==> config.mk <==
export PLATFORM = sky130hd
export DESIGN_NAME = fifo_wr_arbiter_flat
export DESIGN_NICKNAME = d
export VERILOG_FILES = /design/src/rtl/fifo_wr_arbiter_if.sv /design/src/rtl/fifo_wr_arbiter.sv /design/src/flat_wrapper.sv
export SDC_FILE = /design/constraint.sdc
export NUM_CORES = 1
export LEC_CHECK = 0
export ABC_AREA = 1
export BUFFER_PORTS_ARGS = -buffer_cell sky130_fd_sc_hd__clkbuf_2
export CAP_MARGIN = 30
export CORE_MARGIN = 3
export CORE_UTILIZATION = 47
export DETAILED_ROUTE_END_ITERATION = 10
export PLACE_DENSITY = 0.81
export SLEW_MARGIN = 20
export SYNTH_ARGS = -nofsm -noshare
export SYNTH_HDL_FRONTEND = slang
export SYNTH_SLANG_ARGS = --single-unit
==> constraint.sdc <==
create_clock -name clk -period 2.3 [get_ports clk]
set_input_delay 0.345 -clock clk [delete_from_list [all_inputs] [get_ports clk]]
set_output_delay 0.345 -clock clk [all_outputs]
set_load 0.03 [all_outputs]
==> src/rtl/fifo_wr_arbiter_if.sv <==
// Requester-side and FIFO-side signals of the write arbiter.
// No logic. The master modport is the arbiter; the slave modport drives requesters and the FIFO.
// Backpressure: fifo_full is the only back-pressure input; req_ready is the per-requester accept.
interface fifo_wr_arbiter_if #(
  parameter int DATA_WIDTH = 32,
  parameter int NUM_REQ    = 4
);
  localparam int IDW = $clog2(NUM_REQ);

  logic [NUM_REQ-1:0]            req_valid;
  logic [NUM_REQ*DATA_WIDTH-1:0] req_data;
  logic [NUM_REQ-1:0]            req_ready;
  logic                          fifo_full;
  logic                          fifo_wr_en;
  logic [IDW+DATA_WIDTH-1:0]     fifo_din;
  logic [IDW-1:0]                grant_id;
  logic                          busy;

  modport master (
    input  req_valid, req_data, fifo_full,
    output req_ready, fifo_wr_en, fifo_din, grant_id, busy
  );

  modport slave (
    output req_valid, req_data, fifo_full,
    input  req_ready, fifo_wr_en, fifo_din, grant_id, busy
  );
endinterface

==> src/rtl/fifo_wr_arbiter.sv <==
// Round-robin burst arbiter: N requesters into one FIFO write port, tagging each beat with its source id.
// Latency 1: an accepted beat is presented on fifo_din in the following cycle.
// Backpressure: a one-register output stage holds while fifo_full; req_ready is low unless the stage can load.
module fifo_wr_arbiter #(
  parameter int DATA_WIDTH = 32,
  parameter int NUM_REQ    = 4,
  parameter int MAX_BURST  = 4
) (
  input  logic                 clk,
  input  logic                 rst_n,
  fifo_wr_arbiter_if.master    bus
);
  localparam int IDW = $clog2(NUM_REQ);

  typedef enum logic {IDLE, BURST} state_t;

  state_t                  state_q, state_d;
  logic [IDW-1:0]          rr_ptr_q, rr_ptr_d;
  logic [IDW-1:0]          lock_id_q, lock_id_d;
  logic [IDW-1:0]          grant_last_q, grant_last_d;
  logic [3:0]              burst_cnt_q, burst_cnt_d;
  logic                    out_valid_q, out_valid_d;
  logic [IDW-1:0]          out_id_q, out_id_d;
  logic [DATA_WIDTH-1:0]   out_data_q, out_data_d;

  logic [DATA_WIDTH-1:0]   req_word [NUM_REQ];
  logic                    srch_found;
  logic [IDW-1:0]          srch_idx;
  logic [IDW-1:0]          sel_id;
  logic [IDW-1:0]          grant_int;
  logic [NUM_REQ-1:0]      ready_int;
  logic [3:0]              burst_inc;
  logic                    accept;
  logic                    wr_en;
  logic                    can_load;

  // Next round-robin pointer with explicit wrap for non-power-of-two NUM_REQ.
  function automatic logic [IDW-1:0] next_ptr(input logic [IDW-1:0] p);
    if (int'(p) == NUM_REQ - 1) return '0;
    return p + IDW'(1);
  endfunction

  // Split the flat payload bus into one word per requester.
  always_comb begin
    for (int i = 0; i < NUM_REQ; i++) begin
      req_word[i] = bus.req_data[i*DATA_WIDTH +: DATA_WIDTH];
    end
  end

  // First valid requester at or after rr_ptr, wrapping around.
  always_comb begin
    int idx;
    idx        = 0;
    srch_found = 1'b0;
    srch_idx   = '0;
    for (int i = 0; i < NUM_REQ; i++) begin
      idx = int'(rr_ptr_q) + i;
      if (idx >= NUM_REQ) idx = idx - NUM_REQ;
      if (!srch_found && bus.req_valid[IDW'(idx)]) begin
        srch_found = 1'b1;
        srch_idx   = IDW'(idx);
      end
    end
  end

  assign wr_en    = out_valid_q && !bus.fifo_full;
  assign can_load = !out_valid_q || wr_en;

  // Grant FSM and output-stage next state.
  always_comb begin
    state_d      = state_q;
    rr_ptr_d     = rr_ptr_q;
    lock_id_d    = lock_id_q;
    burst_cnt_d  = burst_cnt_q;
    out_valid_d  = out_valid_q;
    out_id_d     = out_id_q;
    out_data_d   = out_data_q;
    accept       = 1'b0;
    ready_int    = '0;
    sel_id       = srch_idx;
    burst_inc    = burst_cnt_q + 4'd1;
    case (state_q)
      IDLE: begin
        sel_id = srch_idx;
        if (srch_found && can_load) begin
          accept = 1'b1;
          if (MAX_BURST == 1) begin
            rr_ptr_d = next_ptr(srch_idx);
          end else begin
            state_d     = BURST;
            lock_id_d   = srch_idx;
            burst_cnt_d = 4'd1;
          end
        end
      end
      BURST: begin
        sel_id = lock_id_q;
        if (!bus.req_valid[lock_id_q]) begin
          state_d  = IDLE;
          rr_ptr_d = next_ptr(lock_id_q);
        end else if (can_load) begin
          accept      = 1'b1;
          burst_cnt_d = burst_inc;
          if (burst_inc == 4'(MAX_BURST)) begin
            state_d  = IDLE;
            rr_ptr_d = next_ptr(lock_id_q);
          end
        end
      end
      default: state_d = IDLE;
    endcase
    if (accept) begin
      ready_int[sel_id] = 1'b1;
      out_valid_d       = 1'b1;
      out_id_d          = sel_id;
      out_data_d        = req_word[sel_id];
    end else if (wr_en) begin
      out_valid_d = 1'b0;
    end
  end

  // Grant id shows the lock in BURST, the search result in IDLE, else the last shown value.
  always_comb begin
    if (state_q == BURST)  grant_int = lock_id_q;
    else if (srch_found)   grant_int = srch_idx;
    else                   grant_int = grant_last_q;
    grant_last_d = grant_int;
  end

  // All state; reset discards any beat held in the output stage.
  always_ff @(posedge clk or negedge rst_n) begin
    if (!rst_n) begin
      state_q      <= IDLE;
      rr_ptr_q     <= '0;
      lock_id_q    <= '0;
      grant_last_q <= '0;
      burst_cnt_q  <= '0;
      out_valid_q  <= 1'b0;
      out_id_q     <= '0;
      out_data_q   <= '0;
    end else begin
      state_q      <= state_d;
      rr_ptr_q     <= rr_ptr_d;
      lock_id_q    <= lock_id_d;
      grant_last_q <= grant_last_d;
      burst_cnt_q  <= burst_cnt_d;
      out_valid_q  <= out_valid_d;
      out_id_q     <= out_id_d;
      out_data_q   <= out_data_d;
    end
  end

  // Outputs are forced quiet while reset is held, whatever the requesters are doing.
  assign bus.req_ready  = rst_n ? ready_int : '0;
  assign bus.grant_id   = rst_n ? grant_int : '0;
  assign bus.fifo_wr_en = wr_en;
  assign bus.fifo_din   = {out_id_q, out_data_q};
  assign bus.busy       = (state_q == BURST) || out_valid_q;
endmodule

==> src/flat_wrapper.sv <==
// flat-port wrapper written by rule: the top's interface ports become plain ports
module fifo_wr_arbiter_flat 
#(
  parameter int DATA_WIDTH = 32,
  parameter int NUM_REQ    = 4,
  parameter int MAX_BURST  = 4
)
  (clk, rst_n, bus_req_valid, bus_req_data, bus_fifo_full, bus_req_ready, bus_fifo_wr_en, bus_fifo_din, bus_grant_id, bus_busy);
  fifo_wr_arbiter_if #(.DATA_WIDTH(DATA_WIDTH), .NUM_REQ(NUM_REQ)) bus_i ();
  input  logic clk;
  input  logic rst_n;
  input wire logic [$bits(bus_i.req_valid)-1:0] bus_req_valid;
  input wire logic [$bits(bus_i.req_data)-1:0] bus_req_data;
  input wire logic [$bits(bus_i.fifo_full)-1:0] bus_fifo_full;
  output wire logic [$bits(bus_i.req_ready)-1:0] bus_req_ready;
  output wire logic [$bits(bus_i.fifo_wr_en)-1:0] bus_fifo_wr_en;
  output wire logic [$bits(bus_i.fifo_din)-1:0] bus_fifo_din;
  output wire logic [$bits(bus_i.grant_id)-1:0] bus_grant_id;
  output wire logic [$bits(bus_i.busy)-1:0] bus_busy;
  assign bus_i.req_valid = bus_req_valid;
  assign bus_i.req_data = bus_req_data;
  assign bus_i.fifo_full = bus_fifo_full;
  assign bus_req_ready = bus_i.req_ready;
  assign bus_fifo_wr_en = bus_i.fifo_wr_en;
  assign bus_fifo_din = bus_i.fifo_din;
  assign bus_grant_id = bus_i.grant_id;
  assign bus_busy = bus_i.busy;
  fifo_wr_arbiter #(.DATA_WIDTH(DATA_WIDTH), .NUM_REQ(NUM_REQ), .MAX_BURST(MAX_BURST)) u_core (.clk(clk), .rst_n(rst_n), .bus(bus_i));
endmodule
# Yosys cells after proc, flatten, opt, wreduce, memory -nomap -nowiden
# Index checks and enable logic that the tools add are counted.
[totals] reg_bits=46 out_inout_bits=42 word_cells=119
[classes] addsub=9 reduce_logical=17 muxes=64 n_bitwise=2 n_eq_ne=7 order_cmp=12
[op_table] operator="binary-select mux 32 bit (select 2 bit)" n=1
[op_table] operator="two-way mux 32 bit" n=2
[op_table] operator="two-way mux 2 bit" n=17
[op_table] operator="two-way mux 1 bit" n=29
[op_table] operator="two-way mux 4 bit" n=5
[op_table] operator="less-than comparator 2 x 4 -> 1 bit, second input constant" n=4
[op_table] operator="greater-or-equal comparator 3 bit, second input constant" n=4
[op_table] operator="binary-select mux 1 bit (select 2 bit)" n=5
[op_table] operator="case mux 4 bit (2 select lines)" n=1
[op_table] operator="subtractor 2 x 1 -> 2 bit, second input constant" n=4
[op_table] operator="adder 2 x 2 -> 3 bit, second input constant" n=2
[op_table] operator="logical AND 1 bit" n=6
[op_table] operator="less-than comparator 2 x 3 -> 1 bit, second input constant" n=2
[op_table] operator="!= test 2 bit, second input constant" n=3
[op_table] operator="AND reduction 3 bit" n=2
[op_table] operator="zero test 1 bit" n=5
[op_table] operator="adder 4 x 1 -> 4 bit, second input constant" n=1
[op_table] operator="== test 4 x 3 -> 1 bit, second input constant" n=1
[op_table] operator="!= test 2 x 1 -> 1 bit, second input constant" n=2
[op_table] operator="case mux 1 bit (2 select lines)" n=2
[op_table] operator="case mux 2 bit (2 select lines)" n=1
[op_table] operator="adder 2 x 1 -> 3 bit, second input constant" n=1
[op_table] operator="greater-or-equal comparator 2 x 3 -> 1 bit, second input constant" n=1
[op_table] operator="NOT 2 -> 3 bit" n=1
[op_table] operator="other kinds (8)" n=9

# Logic depth before layout (Yosys ltp)
# Gate-level depths: netlist (run 1).
[depth] ltp_word=22 ltp_mapped=17 ltp_nobuf=16

# Least setup slack after synthesis (run 1)
# Ideal clock, no wire load.
[synth_path] path_type="register to output" start="register u_core.rr_ptr_q[0]" end="output port bus_req_ready[0]" n_path_buf=2 required_time_ns=1.955 stages_incl_launch_ff=14 arrival_time_ns=2.016 slack_ns=-0.061 cell_sequence="dfrtp_1 > buf_4 > nand2_1 > nand2_2 > nand2_1 > nand2_1 > nor2_4 > nand3_2 > nand2_2 > inv_2 > nand2_4 > nand2_4 > buf_6 > nor4_2"
[synth_via] elab_chain_len=22 elab_cells_between_ends=52 cone_classes="add/sub (7); order compare (6); mux (31); reduce/logical (8)"
[synth_lines] element="from (decl)" line_no="fifo_wr_arbiter.sv:18" source="logic [IDW-1:0] rr_ptr_q, rr_ptr_d;"
[synth_lines] element="from (signal assigned)" line_no="fifo_wr_arbiter.sv:143" source="rr_ptr_q <= rr_ptr_d;"
[synth_lines] element="parallel branches: the longest is 20 deep, another holds adder 2 x 1 -> 3 bit"
[synth_lines] element="two-way mux 4 bit *" line_no="fifo_wr_arbiter.sv:112" source="if (accept) begin"
[synth_lines] element="two-way mux 4 bit *" line_no="fifo_wr_arbiter.sv:154" source="assign bus.req_ready = rst_n ? ready_int : '0;"
[synth_lines] element="to (decl)" line_no="flat_wrapper.sv:15" source="output wire logic [$bits(bus_i.req_ready)-1:0] bus_req_ready;"
# Mark *: on every way between the ends. The select of a mux whose other input is x is not followed.

# Worst setup path after layout (run 1)
# Ends and elaborated chain as after synthesis.

==> impl_metrics.tcl, run 1 <==
set metrics [dict create \
    status "finished with violations" \
    failed_checks "setup timing" \
    syn-num-nets 703 \
    cp_cell_sequence "buf_6, nand2_2, nand3_4, nand2_2, inv_1, nand2_1, nand2_2, nand2_1, inv_1, nand2_4, nand2_4, nor4_2, buf_4" \
    grt_pass1_vias 3986 \
    synth_common_cells "nand2_1, nand3_1, nor2_1" \
    synth-seq-area-share_pct 31.8 \
    setup_tns_ns -0.926 \
    areaGrowthSynthToFinish_pct 39.4 \
    critPathMaxStageDelay_ns 0.47 \
    dpl_worst_slack_ns 0.0243 \
    grt-ovfl-total 0 \
    ys.flop_type "dfrtp_1" \
    min_period_over_period_pct 108 \
    synth.ff_latch_count 46 \
    cts_inserted_buffers 5 \
    grt_usage_pct 25.9 \
    rsz0062_at_grt "yes" \
    p_leak_nw 2.93 \
    startpoint "u_core.rr_ptr_q[0]$_DFFE_PN0P_" \
    setup_viol 6 \
    cpMostUsedCell "nand2_2" \
    cts_hold_buf 0 \
    core.rowCount 31 \
    grt_pass1_wl_um 18200 \
    hold_viol_final 0 \
    antenna_found_initial 0 \
    max_cap_violations 0 \
    fill_cells 648 \
    path_class "reg2out" \
    clk_path_buf_depth 2 \
    yosysUniqueCellTypes 35 \
    path_clk_slew_ns 0.08 \
    synth_top_area_cell "dfrtp_1" \
    cts_root_buf "clkbuf_8" \
    skew_ns 0.00948 \
    dieArea_sq_um 8800 \
    max_freq_mhz 404 \
    power_density_nw_per_um2 1850 \
    slew_viol_final 0 \
    insertion_delay_ns 0.29 \
    drive_above_1_share_pct 37.2 \
    die_w_um 93.8 \
    wire_per_inst_um 14.4 \
    critPathLaunchType "flop" \
    yosysMostFrequentCell "nand2_1" \
    initial_core_util_pct 49.2 \
    fin_cells 857 \
    cp_data_required_time_ns 1.96 \
    drt_iter0_drc 240 \
    cts_tree "built" \
    globalplace.congestion 0.834 \
    ir_drop_uv 791 \
    htree_levels 2 \
    wl_um 12300 \
    worst_slew_pin_slew_ns 0.584 \
    antenna-diode-count 0 \
    r2r-end "u_core.out_data_q[12]$_DFFE_PN0N_" \
    ff2ff_path_depth 16 \
    core-area_sq_um 7370 \
    hp-class "in2async" \
    route.antenna.remaining_nets 0 \
    synthCells 565 \
    viasPerCell 5.10 \
    drtPass1Iterations 5 \
    drc_errors 0 \
    die_h_um 93.8 \
    fin_crit_ns 2.48 \
    cts.sinks 46 \
    relSlewSlack_pct 61.1 \
    placedCellCount 831 \
    syn_area_sq_um 3620 \
    fin_ws_ns -0.177 \
    yosysWarnings 0 \
    grt_max_degree 47 \
    num_vias 4371 \
    ios 177 \
    synthArstFlopShare_pct 100 \
    yosys-top-cells-area "dfrtp_1, nand2_1, nand3_1" \
    syn_area_per_cell_sq_um 6.42 \
    r2r_slack_ns 0.07 \
    r2r_start "u_core.rr_ptr_q[0]$_DFFE_PN0P_" \
    critPathMaxFanout 7 \
    whs_ns 0.217 \
    dp_hpwl_um 8970 \
    critPathArrivalTime_ns 2.13 \
    synth_edf_count 0 \
    cp-end-kind "output port" \
    final_nets 895 \
    cpMaxStageDelayCell "dfrtp_2" \
    io_buffers 176 \
    synthDominantCellAreaShare_pct 31.8 \
    utilization_pct 68.6 \
]
-- cells in the final DEF, fill, tap and decap left out, drive strengths merged --
cell type,synthesis,routed
a21oi,5,5
a31oi,2,2
buf,20,39
bufinv,0,1
clkbuf,8,179
clkinv,1,2
clkinvlp,0,1
dfrtp,46,46
ha,3,3
inv,41,41
nand2,211,211
nand3,98,98
nand4,4,4
nor2,76,76
nor3,2,2
nor4,2,2
o21a,1,1
o21ai,8,8
o22ai,1,1
o31ai,2,2
or2,32,32
xor2,2,2
-- layer usage --
metal  track usage [%]  part of all wire (%)  vias to the layer above
li1                  -                     -                     2163
met1              32.1                    39                     1969
met2              46.1                    51                      214
met3              4.17                   7.7                       25
met4              7.34                   2.2                        0
met5                 0                     0                        -
-- per-stage QoR --
stage	cell area (sq um)	power [mW]
4_1_cts	4820	8.76
2_1_floorplan	3630	6.37
3_3_place_gp	4600	7.77
6_report	5050	9.37
3_5_place_dp	4600	7.93
5_1_grt	5050	10.2
-- cell families after synthesis --
kind of cell / after synthesis / share of synthesized area [%]
compound gates: 19 / 2.93
flops: 46 / 31.8
fa+ha+maj: 3 / 1.04
xor+xnor: 2 / 0.483
buf+inv: 70 / 9.42
simple gates: 425 / 54.4
-- report_power, final --
part	total (mW)	leakage [nW]	internal, mW	switching, mW
Clock	0.590	0.0524	0.325	0.264
Combinational	7.22	2.35	2.51	4.71
Sequential	1.57	0.529	1.27	0.296
-- sequential cells by signal, indices dropped and copies added, names as in the netlist --
name                 count
u_core.out_data_q       32
u_core.out_valid_q       1
u_core.state_q           1
u_core.grant_last_q      2
u_core.out_id_q          2
u_core.rr_ptr_q          2
u_core.lock_id_q         2
u_core.burst_cnt_q       4
-- worst max path at each step --
stage | endpoint | slack, ns | cells past startpoint
after floorplan | bus_req_ready[0] | -0.06 | 13
after global placement | u_core.out_data_q[3]$_DFFE_PN0N_ | 0.11 | 12
after detailed placement | bus_req_ready[2] | 0.02 | 12
after CTS | bus_grant_id[1] | -0.20 | 11
after global routing | bus_req_ready[2] | -0.30 | 13
final | bus_req_ready[0] | -0.18 | 13
-- timing repair --
action	CTS	global route
gates cloned	1	1
buffers inserted	6	12
resized for setup	18	47
pin swaps	7	10
endpoints found under the setup margin	6	38
-- area by class of cell --
type,count,area (sq um),area share [%]
Sequential cell,46,1150,22.9
Inverter,42,178,3.52
Multi-Input combinational cell,449,2260,44.8
Clock buffer,7,76.3,1.51
Timing Repair Buffer,211,1210,23.9
Tap cell,99,124,2.45
Clock inverter,1,30.0,0.594
Timing Repair inverter,2,16.3,0.322
-- critical path, delay by kind of cell, from the launching register on --
| kind | cells | cell delay, ns |
|---|---|---|
| buf+inv | 4 | 0.52 |
| flops | 1 | 0.47 |
| simple gates | 9 | 0.86 |
Power figures use the tool's default switching activity.
==> run 2, diff against run 1 <==
--- a/config.mk
+++ b/config.mk
@@ -12,6 +12,7 @@
 export CORE_UTILIZATION = 47
 export DETAILED_ROUTE_END_ITERATION = 10
 export PLACE_DENSITY = 0.81
+export SETUP_SLACK_MARGIN = 0.3
 export SLEW_MARGIN = 20
 export SYNTH_ARGS = -nofsm -noshare
 export SYNTH_HDL_FRONTEND = slang
==> run 2 against run 1 <==
Effect of this change: the run still ends with setup timing left; sequential power about the same; design area increased by 0.87%; fmax decreased by 2.5%; cell count decreased by 0.12%.
==> impl_metrics.tcl, run 2 (synthesis results as in run 1) <==
set metrics [dict create \
    layout_commonest_cell "nand2_1" \
    power_density_nw_per_um2 1860 \
    initial_core_util_pct 49.2 \
    worst_slew_pin_slew_ns 0.579 \
    cp_cell_sequence "buf_6, nand2_1, nand2_2, nand2_2, nand2_2, nand4_1, nand3_2, nand2_2, nand2_4, nor4_4, clkbuf_8" \
    grt_pass1_vias 4093 \
    multi_input_area_sq_um 2300 \
    viasPerCell 5.11 \
    core-area_sq_um 7370 \
    cts.sinks 46 \
    cpMostUsedCell "nand2_2" \
    max_cap_violations 0 \
    die_h_um 93.8 \
    wl_um 11900 \
    dieArea_sq_um 8800 \
    antenna_found_initial 0 \
    cts_hold_buf 0 \
    hp-class "in2async" \
    critPathArrivalTime_ns 2.20 \
    fin_crit_ns 2.54 \
    regMostFlops "u_core.out_data_q" \
    drive_above_1_share_pct 37.5 \
    crit_family "simple AND/OR/NAND/NOR gates" \
    relSlewSlack_pct 61.4 \
    fin_cells 856 \
    max_freq_mhz 394 \
    drtPass1Iterations 5 \
    drc_errors 0 \
    grt_pass1_wl_um 18100 \
    cp_data_required_time_ns 1.96 \
    largest_reg_flops 32 \
    crit_buf_inv 2 \
    reg_top3 "u_core.out_data_q (32), u_core.burst_cnt_q (4)" \
    path_clk_slew_ns 0.09 \
    setup_viol 6 \
    rsz0062_at_grt "yes" \
    cts_tree "built" \
    status "finished with violations" \
    critPathLaunchType "flop" \
    fin_ws_ns -0.241 \
    cts_root_buf "clkbuf_8" \
    grt_usage_pct 25.5 \
    p_leak_nw 2.94 \
    skew_ns 0.00996 \
    critPathMaxStageDelay_ns 0.48 \
    clk_path_buf_depth 2 \
    failed_checks "setup timing" \
    cts_inserted_buffers 5 \
    drt_iter0_drc 184 \
    fill_cells 644 \
    cp-end-kind "output port" \
    path_class "reg2out" \
    ir_drop_uv 790 \
    critPathMaxFanout 6 \
    ff2ff_path_depth 15 \
    grt_max_degree 47 \
    final-seq-area_sq_um 1150 \
    core.rowCount 31 \
    num_vias 4376 \
    antenna-diode-count 0 \
    wire_per_inst_um 13.9 \
    setup_tns_ns -1.11 \
    dp_hpwl_um 8650 \
    final_nets 894 \
    dpl_worst_slack_ns 0.0469 \
    cpMaxStageDelayCell "dfrtp_2" \
    grt-ovfl-total 0 \
    r2r_slack_ns 0.04 \
    layout_common_cells "nand2_1, clkbuf_2, nand3_1" \
    io_buffers 176 \
    htree_levels 2 \
    ios 177 \
    die_w_um 93.8 \
    globalplace.congestion 0.864 \
    total_power_mw 9.46 \
    cp_num_cells 11 \
    areaGrowthSynthToFinish_pct 40.6 \
    insertion_delay_ns 0.30 \
    hold_viol_final 0 \
    placedCellCount 829 \
    min_period_over_period_pct 110 \
    route.antenna.remaining_nets 0 \
    slew_viol_final 0 \
]
==> run 2: changes by cell type in the layout (fill, tap and decap cells not counted), moves of 2 or more <==
cell,previous run,this run
buf_8,0,2
or2_1,14,16
inv_2,3,6
or2_0,14,12
inv_1,34,31
buf_4,31,28
clkbuf_8,7,10
buf_6,7,4
==> run 2: cell type report <==
cell class                      instances  share of cell area, %
Multi-Input combinational cell        450                   45.2
Timing Repair Buffer                  210                   24.0
Sequential cell                        46                   22.6
Inverter                               42                   3.49
Tap cell                               99                   2.43
Clock buffer                            7                   1.50
Clock inverter                          1                  0.589
Timing Repair inverter                  1                  0.147
==> run 2: worst paths after layout <==
check	start	end
worst min register to register	u_core.burst_cnt_q[3]$_DFFE_PN0P_	u_core.burst_cnt_q[3]$_DFFE_PN0P_
max in group asynchronous	rst_n	u_core.rr_ptr_q[0]$_DFFE_PN0P_
worst max register to register	u_core.rr_ptr_q[0]$_DFFE_PN0P_	u_core.out_data_q[5]$_DFFE_PN0N_
worst max-delay path	u_core.rr_ptr_q[0]$_DFFE_PN0P_	bus_req_ready[0]
min in group clk	bus_req_data[14]	u_core.out_data_q[14]$_DFFE_PN0N_
worst min-delay path	rst_n	u_core.burst_cnt_q[1]$_DFFE_PN0P_
==> run 2: per-stage QoR <==
stage          hold WS [ns]  cell area, sq um  utilization (%)
6_report              0.208              5100             69.2
4_1_cts               0.231              4920             66.8
3_5_place_dp          0.484              4630             62.8
2_1_floorplan        0.0494              3680                -
5_1_grt               0.241              5100             69.2
3_3_place_gp          0.485              4630             62.8
==> run 2: what timing repair did <==
item	in CTS	in global routing
pin swaps	11	14
buffers inserted	9	8
endpoints found under the setup margin	39	45
gates resized for setup	33	31
cloned	1	1
==> run 2: where the power goes <==
part / switching [mW] / internal [mW]
clock: 0.266 / 0.325
sequential: 0.294 / 1.27
combinational: 4.72 / 2.59
==> run 2: worst reg2reg max path, cell delays in order, from the launching register on <==
cell,delay (ns)
dfrtp_2,0.48
buf_6,0.16
nand2_4,0.07
nand2_4,0.07
nand2_2,0.07
nand2_2,0.06
nor2_4,0.11
buf_4,0.14
nand4_4,0.13
nand2_8,0.16
buf_4,0.13
buf_6,0.12
inv_12,0.06
or2_2,0.30
nand2_1,0.07
nor2_1,0.04
==> run 2: routing by layer <==
metal  global-route usage (%)  up-vias  share of wire (%)
met1                     29.4     1976                 38
met4                     6.74        0                2.2
met5                        0        -                  0
li1                         -     2161                  -
met2                     48.6      215                 52
met3                     3.85       24                7.7
